File: src/rtl/mem_arbiter_if.sv
// Bus bundle for mem_arbiter: instruction port, data port and single-ported memory side.
// The slave modport is the arbiter's view; master is the view of whatever drives the requests and memory data.
interface mem_arbiter_if;
  logic        i_req;
  logic [31:0] i_addr;
  logic        i_gnt;
  logic        i_rvalid;
  logic [31:0] i_rdata;

  logic        d_req;
  logic        d_we;
  logic [31:0] d_addr;
  logic [31:0] d_wdata;
  logic        d_gnt;
  logic        d_rvalid;
  logic [31:0] d_rdata;

  logic        m_en;
  logic        m_we;
  logic [29:0] m_addr;
  logic [31:0] m_wdata;
  logic [31:0] m_rdata;

  modport slave (
    input  i_req, i_addr, d_req, d_we, d_addr, d_wdata, m_rdata,
    output i_gnt, i_rvalid, i_rdata, d_gnt, d_rvalid, d_rdata,
           m_en, m_we, m_addr, m_wdata
  );

  modport master (
    output i_req, i_addr, d_req, d_we, d_addr, d_wdata, m_rdata,
    input  i_gnt, i_rvalid, i_rdata, d_gnt, d_rvalid, d_rdata,
           m_en, m_we, m_addr, m_wdata
  );
endinterface

File: src/rtl/mem_arbiter.sv
// Two-port (instruction/data) arbiter onto one single-cycle memory.
// Ties alternate between ports; a read's data returns to its owner one cycle after the grant.
module mem_arbiter (
    input  logic          clk,
    input  logic          reset,
    mem_arbiter_if.slave  bus
);

    typedef enum logic {
        OWN_INSTR = 1'b0,
        OWN_DATA  = 1'b1
    } owner_t;

    owner_t lastOwner;
    owner_t rdOwner;
    logic   rdPending;
    logic   iGnt;
    logic   dGnt;
    logic   unusedAddrLsbs;

    // Grants are combinational and forced low while reset is held.
    always_comb begin
        iGnt = 1'b0;
        dGnt = 1'b0;
        if (!reset) begin
            if (bus.i_req && bus.d_req) begin
                iGnt = (lastOwner == OWN_DATA);
                dGnt = (lastOwner == OWN_INSTR);
            end else begin
                iGnt = bus.i_req;
                dGnt = bus.d_req;
            end
        end
    end

    always_comb begin
        bus.m_en    = 1'b0;
        bus.m_we    = 1'b0;
        bus.m_addr  = '0;
        bus.m_wdata = '0;
        if (iGnt) begin
            bus.m_en    = 1'b1;
            bus.m_addr  = bus.i_addr[31:2];
            bus.m_wdata = bus.d_wdata;
        end else if (dGnt) begin
            bus.m_en    = 1'b1;
            bus.m_we    = bus.d_we;
            bus.m_addr  = bus.d_addr[31:2];
            bus.m_wdata = bus.d_wdata;
        end
    end

    always_ff @(posedge clk) begin
        if (reset) begin
            lastOwner <= OWN_DATA;
            rdOwner   <= OWN_INSTR;
            rdPending <= 1'b0;
        end else begin
            if (iGnt || dGnt) begin
                lastOwner <= dGnt ? OWN_DATA : OWN_INSTR;
                rdOwner   <= dGnt ? OWN_DATA : OWN_INSTR;
            end
            rdPending <= iGnt || (dGnt && !bus.d_we);
        end
    end

    // rvalid is masked during reset so a read granted just before reset never returns.
    assign bus.i_rvalid = !reset && rdPending && (rdOwner == OWN_INSTR);
    assign bus.d_rvalid = !reset && rdPending && (rdOwner == OWN_DATA);
    assign bus.i_rdata  = bus.m_rdata;
    assign bus.d_rdata  = bus.m_rdata;
    assign bus.i_gnt    = iGnt;
    assign bus.d_gnt    = dGnt;

    assign unusedAddrLsbs = ^{bus.i_addr[1:0], bus.d_addr[1:0]};

endmodule

File: src/flat_wrapper.sv
// flat-port wrapper written by rule: the top's interface ports become plain ports
module mem_arbiter_flat 
  (clk, reset, bus_i_req, bus_i_addr, bus_d_req, bus_d_we, bus_d_addr, bus_d_wdata, bus_m_rdata, bus_i_gnt, bus_i_rvalid, bus_i_rdata, bus_d_gnt, bus_d_rvalid, bus_d_rdata, bus_m_en, bus_m_we, bus_m_addr, bus_m_wdata);
  mem_arbiter_if bus_i ();
  input  logic clk;
  input  logic reset;
  input wire logic [$bits(bus_i.i_req)-1:0] bus_i_req;
  input wire logic [$bits(bus_i.i_addr)-1:0] bus_i_addr;
  input wire logic [$bits(bus_i.d_req)-1:0] bus_d_req;
  input wire logic [$bits(bus_i.d_we)-1:0] bus_d_we;
  input wire logic [$bits(bus_i.d_addr)-1:0] bus_d_addr;
  input wire logic [$bits(bus_i.d_wdata)-1:0] bus_d_wdata;
  input wire logic [$bits(bus_i.m_rdata)-1:0] bus_m_rdata;
  output wire logic [$bits(bus_i.i_gnt)-1:0] bus_i_gnt;
  output wire logic [$bits(bus_i.i_rvalid)-1:0] bus_i_rvalid;
  output wire logic [$bits(bus_i.i_rdata)-1:0] bus_i_rdata;
  output wire logic [$bits(bus_i.d_gnt)-1:0] bus_d_gnt;
  output wire logic [$bits(bus_i.d_rvalid)-1:0] bus_d_rvalid;
  output wire logic [$bits(bus_i.d_rdata)-1:0] bus_d_rdata;
  output wire logic [$bits(bus_i.m_en)-1:0] bus_m_en;
  output wire logic [$bits(bus_i.m_we)-1:0] bus_m_we;
  output wire logic [$bits(bus_i.m_addr)-1:0] bus_m_addr;
  output wire logic [$bits(bus_i.m_wdata)-1:0] bus_m_wdata;
  assign bus_i.i_req = bus_i_req;
  assign bus_i.i_addr = bus_i_addr;
  assign bus_i.d_req = bus_d_req;
  assign bus_i.d_we = bus_d_we;
  assign bus_i.d_addr = bus_d_addr;
  assign bus_i.d_wdata = bus_d_wdata;
  assign bus_i.m_rdata = bus_m_rdata;
  assign bus_i_gnt = bus_i.i_gnt;
  assign bus_i_rvalid = bus_i.i_rvalid;
  assign bus_i_rdata = bus_i.i_rdata;
  assign bus_d_gnt = bus_i.d_gnt;
  assign bus_d_rvalid = bus_i.d_rvalid;
  assign bus_d_rdata = bus_i.d_rdata;
  assign bus_m_en = bus_i.m_en;
  assign bus_m_we = bus_i.m_we;
  assign bus_m_addr = bus_i.m_addr;
  assign bus_m_wdata = bus_i.m_wdata;
  mem_arbiter u_core (.clk(clk), .reset(reset), .bus(bus_i));
endmodule
File: config.mk
export PLATFORM = sky130hd
export DESIGN_NAME = mem_arbiter_flat
export DESIGN_NICKNAME = d
export VERILOG_FILES = /design/src/rtl/mem_arbiter_if.sv /design/src/rtl/mem_arbiter.sv /design/src/flat_wrapper.sv
export SDC_FILE = /design/constraint.sdc
export NUM_CORES = 1
export LEC_CHECK = 0
export ABC_AREA = 0
export CAP_MARGIN = 5
export CORE_AREA = 2 2 104 106
export CTS_BUF_LIST = sky130_fd_sc_hd__clkbuf_8
export DETAILED_ROUTE_END_ITERATION = 10
export DIE_AREA = 0 0 106 108
export SETUP_SLACK_MARGIN = 0.1
export SYNTH_ARGS = -nofsm -noshare
export SYNTH_HDL_FRONTEND = slang
export SYNTH_SLANG_ARGS = --single-unit
export TNS_END_PERCENT = 5
File: constraint.sdc
create_clock -name clk -period 2.1 [get_ports clk]
set_input_delay 0.525 -clock clk [delete_from_list [all_inputs] [get_ports clk]]
set_output_delay 0.525 -clock clk [all_outputs]
set_load 0.02 [all_outputs]
Word-level counts from Yosys, hierarchy flattened --
Index checks and enable logic that the tools add are counted.
Word-level totals: register bits after elaboration 3, input bits 133, output and inout port bits 132, word-level logic and storage cells 26
Operators by class: multiplexer cells 12, bitwise operators 2, reduce and logical (&&, ||, !) cells 9
Operator list (number):
- $mux W32 | 2
- $mux W30 | 2
- $mux W1 | 8
- $logic_and A1 B1 Y1 | 5
- $logic_not A1 Y1 | 2
- $logic_or A1 B1 Y1 | 2
- $not A1 Y1 | 2

Depth between registers and ports, before layout --
depth after elaboration 5, mapped depth 5

Worst setup path after synthesis --
OpenSTA, ideal clock, no wires.
kind input port to output port, start input bus_i_req, end output bus_m_addr[0], data arrival time 1.368 ns, required time 1.575 ns, setup slack 0.207 ns, stages on the path 5, buffers on the path 2, cell sequence buf_4 -> a21boi_4 -> buf_6 -> a32oi_1 -> nor2_1
Between the ends: longest elaborated chain between the ends 5
Ends and longest elaborated chain:
- from (decl) | RTL line flat_wrapper.sv:7 | input wire logic [$bits(bus_i.i_req)-1:0] bus_i_req;
- $logic_and A1 B1 Y1 | RTL line mem_arbiter.sv:26 | if (bus.i_req && bus.d_req) begin
- $mux W1 | RTL line mem_arbiter.sv:26
- $mux W1 | RTL line mem_arbiter.sv:25 | if (!reset) begin
- $mux W30 | RTL line mem_arbiter.sv:45 | end else if (dGnt) begin
- $mux W30 * | RTL line mem_arbiter.sv:41 | if (iGnt) begin
- to (decl) | RTL line flat_wrapper.sv:22 | output wire logic [$bits(bus_i.m_addr)-1:0] bus_m_addr;
Mark *: on every way between the ends. The rest lies on a longest branch, timed or not.

Final worst setup path --
start input bus_d_req, end output bus_m_addr[22]
Between the ends: longest elaborated chain between the ends 5
Ends and longest elaborated chain:
- from (decl) | RTL line flat_wrapper.sv:9 | input wire logic [$bits(bus_i.d_req)-1:0] bus_d_req;
- $logic_and A1 B1 Y1 | RTL line mem_arbiter.sv:26
- $mux W1 | RTL line mem_arbiter.sv:26
- $mux W1 | RTL line mem_arbiter.sv:25
- $mux W30 | RTL line mem_arbiter.sv:45
- $mux W30 * | RTL line mem_arbiter.sv:41
Marked as above.

==> reports/qor.yml <==
status:
  outcome: "completed"
sta:
  setup_tns_ns: 0
  hold_ws_ns: 0.538
  setup_viol: 0
  relSlewSlack_pct: 80.6
  rsz0062_at_grt: "true"
  finalHoldViolations: 0
  fin_crit_sh_pct: 97.0
  worstMarginPinSlew_ns: 0.291
  finalMaxSlewViolations: 0
  max_freq_mhz: 491
  setup_ws_ns: 0.0632
  skew_ns: 0.00147
  min_period_ns: 2.04
critical_path:
  max_stage_delay_ns: 0.26
  crit_arrival_ns: 1.51
  rr_endpoint: "u_core.rdPending"
  crit_path_top_delay_cell: "clkdlybuf4s15_2"
  crit_chain: "buf_6 > a21boi_4 > buf_12 > buf_12 > a32oi_1 > nor2_1 > clkdlybuf4s15_2"
  cp-end-kind: "output port"
  timing.rr.start: "u_core.lastOwner"
  start_kind: "input port"
  rr_worst_depth: 4
  worstPathRequired_ns: 1.57
  path_class: "in -> out"
  crit_fanout: 9
  regToRegSetupSlack_ns: 1.04
  critical_path.most_common_cell: "buf_12"
logic_synthesis:
  syn_avg_cell_area_um2: 7.13
  yosysWarnings: 0
  synth-xor-area-share_pct: 0
  synth_top_family_by_area: "buffers and inverters"
  ys_seq_area_share_pct: 4.32
  syn-instance-count: 195
  synth_cell_types: 19
  synth_nets: 328
  synth_compound_area_share_pct: 21.3
  syn_area_um2: 1390
  synth.mux.area_fraction_pct: 0
  synth-simple-area-share_pct: 28.4
  synth_seq_cells: 3
  synth_fa_ha_area_share_pct: 0
clock_network:
  clkLatencyLatePin_ns: 0.22
  cts_tree: "yes"
  cts_made_buffers: 3
  cts_root_buffer: "clkbuf_8"
  clock_path_buffers: 2
  cts.clk_slew.worst_paths_ns: 0.03
  htree_levels: 1
  clock-sinks: 3
placed_design:
  pre_cts_ws_ns: -0.799
  io_buffers: 164
  gp_congestion: 0.705
  dp_cells: 424
  post-dp-hpwl_mm: 5.20
  dpl_cell_area_um2: 2690
min_path:
  hp-class: "reg -> reg"
  min_to: "u_core.rdOwner"
  worstHoldStart: "u_core.rdOwner"
  min_path_cells: 2
layout:
  synthToLayoutAreaGrowth_pct: 95.1
  drive_gt1_share_pct: 30.9
  final_core_util_pct: 26.5
  nNetsFinal: 432
  fin_cells: 434
  diodes: 0
  final_area_um2: 2710
floorplanning:
  die_x_um: 106
  die_area_um2: 11400
  placementRows: 37
  die_h_um: 108
  io_pins: 265
  coreArea_um2: 10200
  start_util_pct: 13.6
global_routing:
  grt_pass1_vias: 1752
  grt_max_degree: 26
  globalRouteTotalUtil_pct: 11.4
  overflow: 0
  antenna_found_initial: 0
  grt_first_pass_wirelength_mm: 10.2
power_and_ir_drop:
  power.switching_mw: 0.318
  swShare_pct: 37.7
  combPwrFrac_pct: 72.8
  powerDensity_nw_per_um2: 311
  p_int_mw: 0.525
  p_clk_share_pct: 19.4
  finalPower_mw: 0.843
  vdd_drop_max_uv: 113
  pwr-share-seq_pct: 7.8
  p_leak_nw: 1.16
route:
  wire_per_inst_um: 16.7
  drt_iter0_markers: 82
  post-route-drc-count: 0
  ant_nets: 0
  viasPerCell: 4.09
  wl_mm: 7.24
  dr.pass1.iters: 4
  vias: 1776
run:
  drv_cap: 0
repair_timing:
| item | CTS | global route |
|---|---|---|
| endpoints found under the hold margin | 0 | 0 |
| hold buffers | 0 | 0 |
| cloned | 3 | 1 |
| buffers inserted | 1 | 1 |
| endpoints found under the setup margin | 68 | 68 |
| gates resized for setup | 245 | 34 |
| pin swaps | 2 | 5 |
cell usage in the layout, fill, tap and decap left out, types with 4 or more instances in the layout:
cell / n
a32oi_1: 26
a32oi_2: 4
and2_1: 30
buf_12: 5
buf_2: 38
buf_4: 14
clkdlybuf4s15_1: 6
clkdlybuf4s15_2: 12
clkdlybuf4s50_1: 93
nand2_1: 4
nor2_1: 33
power by group through the flow:
stage | Combinational [mW] | Clock [mW] | Sequential, mW
2_1_floorplan | 0.427 | 0 | 0.0653
3_3_place_gp | 0.611 | 0 | 0.0660
3_5_place_dp | 0.613 | 0 | 0.0662
4_1_cts | 0.617 | 0.167 | 0.0654
5_1_grt | 0.652 | 0.176 | 0.0661
6_report | 0.614 | 0.164 | 0.0654
flip-flops by register name, indices dropped and copies added (netlist names):
| name | cells |
|---|---|
| u_core.rdOwner | 1 |
| u_core.rdPending | 1 |
| u_core.lastOwner | 1 |
metal layers:
metal | GRT usage (%) | share of wire, %
met5 | 0 | 0
met2 | 21.4 | 49
met4 | 3.76 | 2.3
met3 | 1.39 | 7.2
met1 | 13.4 | 41
worst max path at each step:
stage,from,end,slack (ns),cells past startpoint
3_3_place_gp,bus_i_req,bus_m_wdata[1],-0.83,6
4_1_cts,reset,bus_m_wdata[21],0.006,5
5_1_grt,bus_d_req,bus_m_addr[22],0.02,7
3_5_place_dp,bus_i_req,bus_m_wdata[13],-0.80,6
2_1_floorplan,bus_i_req,bus_m_addr[0],0.21,5
6_report,bus_d_req,bus_m_addr[22],0.06,7
final cells by class:
type                       count  area [µm²]
inverter                       1        3.75
timing repair buffer         180        1700
sequential                     3        60.1
clock buffer                   3        41.3
fill                        1124        7520
tap                          136         170
clock inverter                 1        3.75
multi-input combinational    110         738
cell families (layout without fill, tap and decap cells):
| logic type | count (synthesis) | count (layout) |
|---|---|---|
| buffers and inverters | 82 | 185 |
| AND/OR/NAND/NOR | 76 | 76 |
| AO/OA/AOI/OAI | 34 | 34 |
| flip-flops | 3 | 3 |
cells in the mapped netlist, drive strengths merged:
| cell type | n | share of area (%) |
|---|---|---|
| a21boi | 1 | 1.4 |
| a21oi | 3 | 1.1 |
| a32oi | 30 | 19 |
| and2 | 32 | 14 |
| and3b | 1 | 0.63 |
| buf | 75 | 42 |
| clkbuf | 6 | 3.2 |
| dfxtp | 3 | 4.3 |
| inv | 1 | 0.27 |
| nand2 | 4 | 1.1 |
| nand2b | 1 | 0.99 |
| nor2 | 35 | 9.6 |
| nor3b | 2 | 1.1 |
| or2b | 1 | 0.54 |
critical path: cells and delay by family:
| kind | cells | cell delay (ns) |
|---|---|---|
| buffers and inverters | 4 | 0.64 |
| AO/OA/AOI/OAI | 2 | 0.29 |
| AND/OR/NAND/NOR | 1 | 0.05 |
Power figures use the tool's default switching activity.
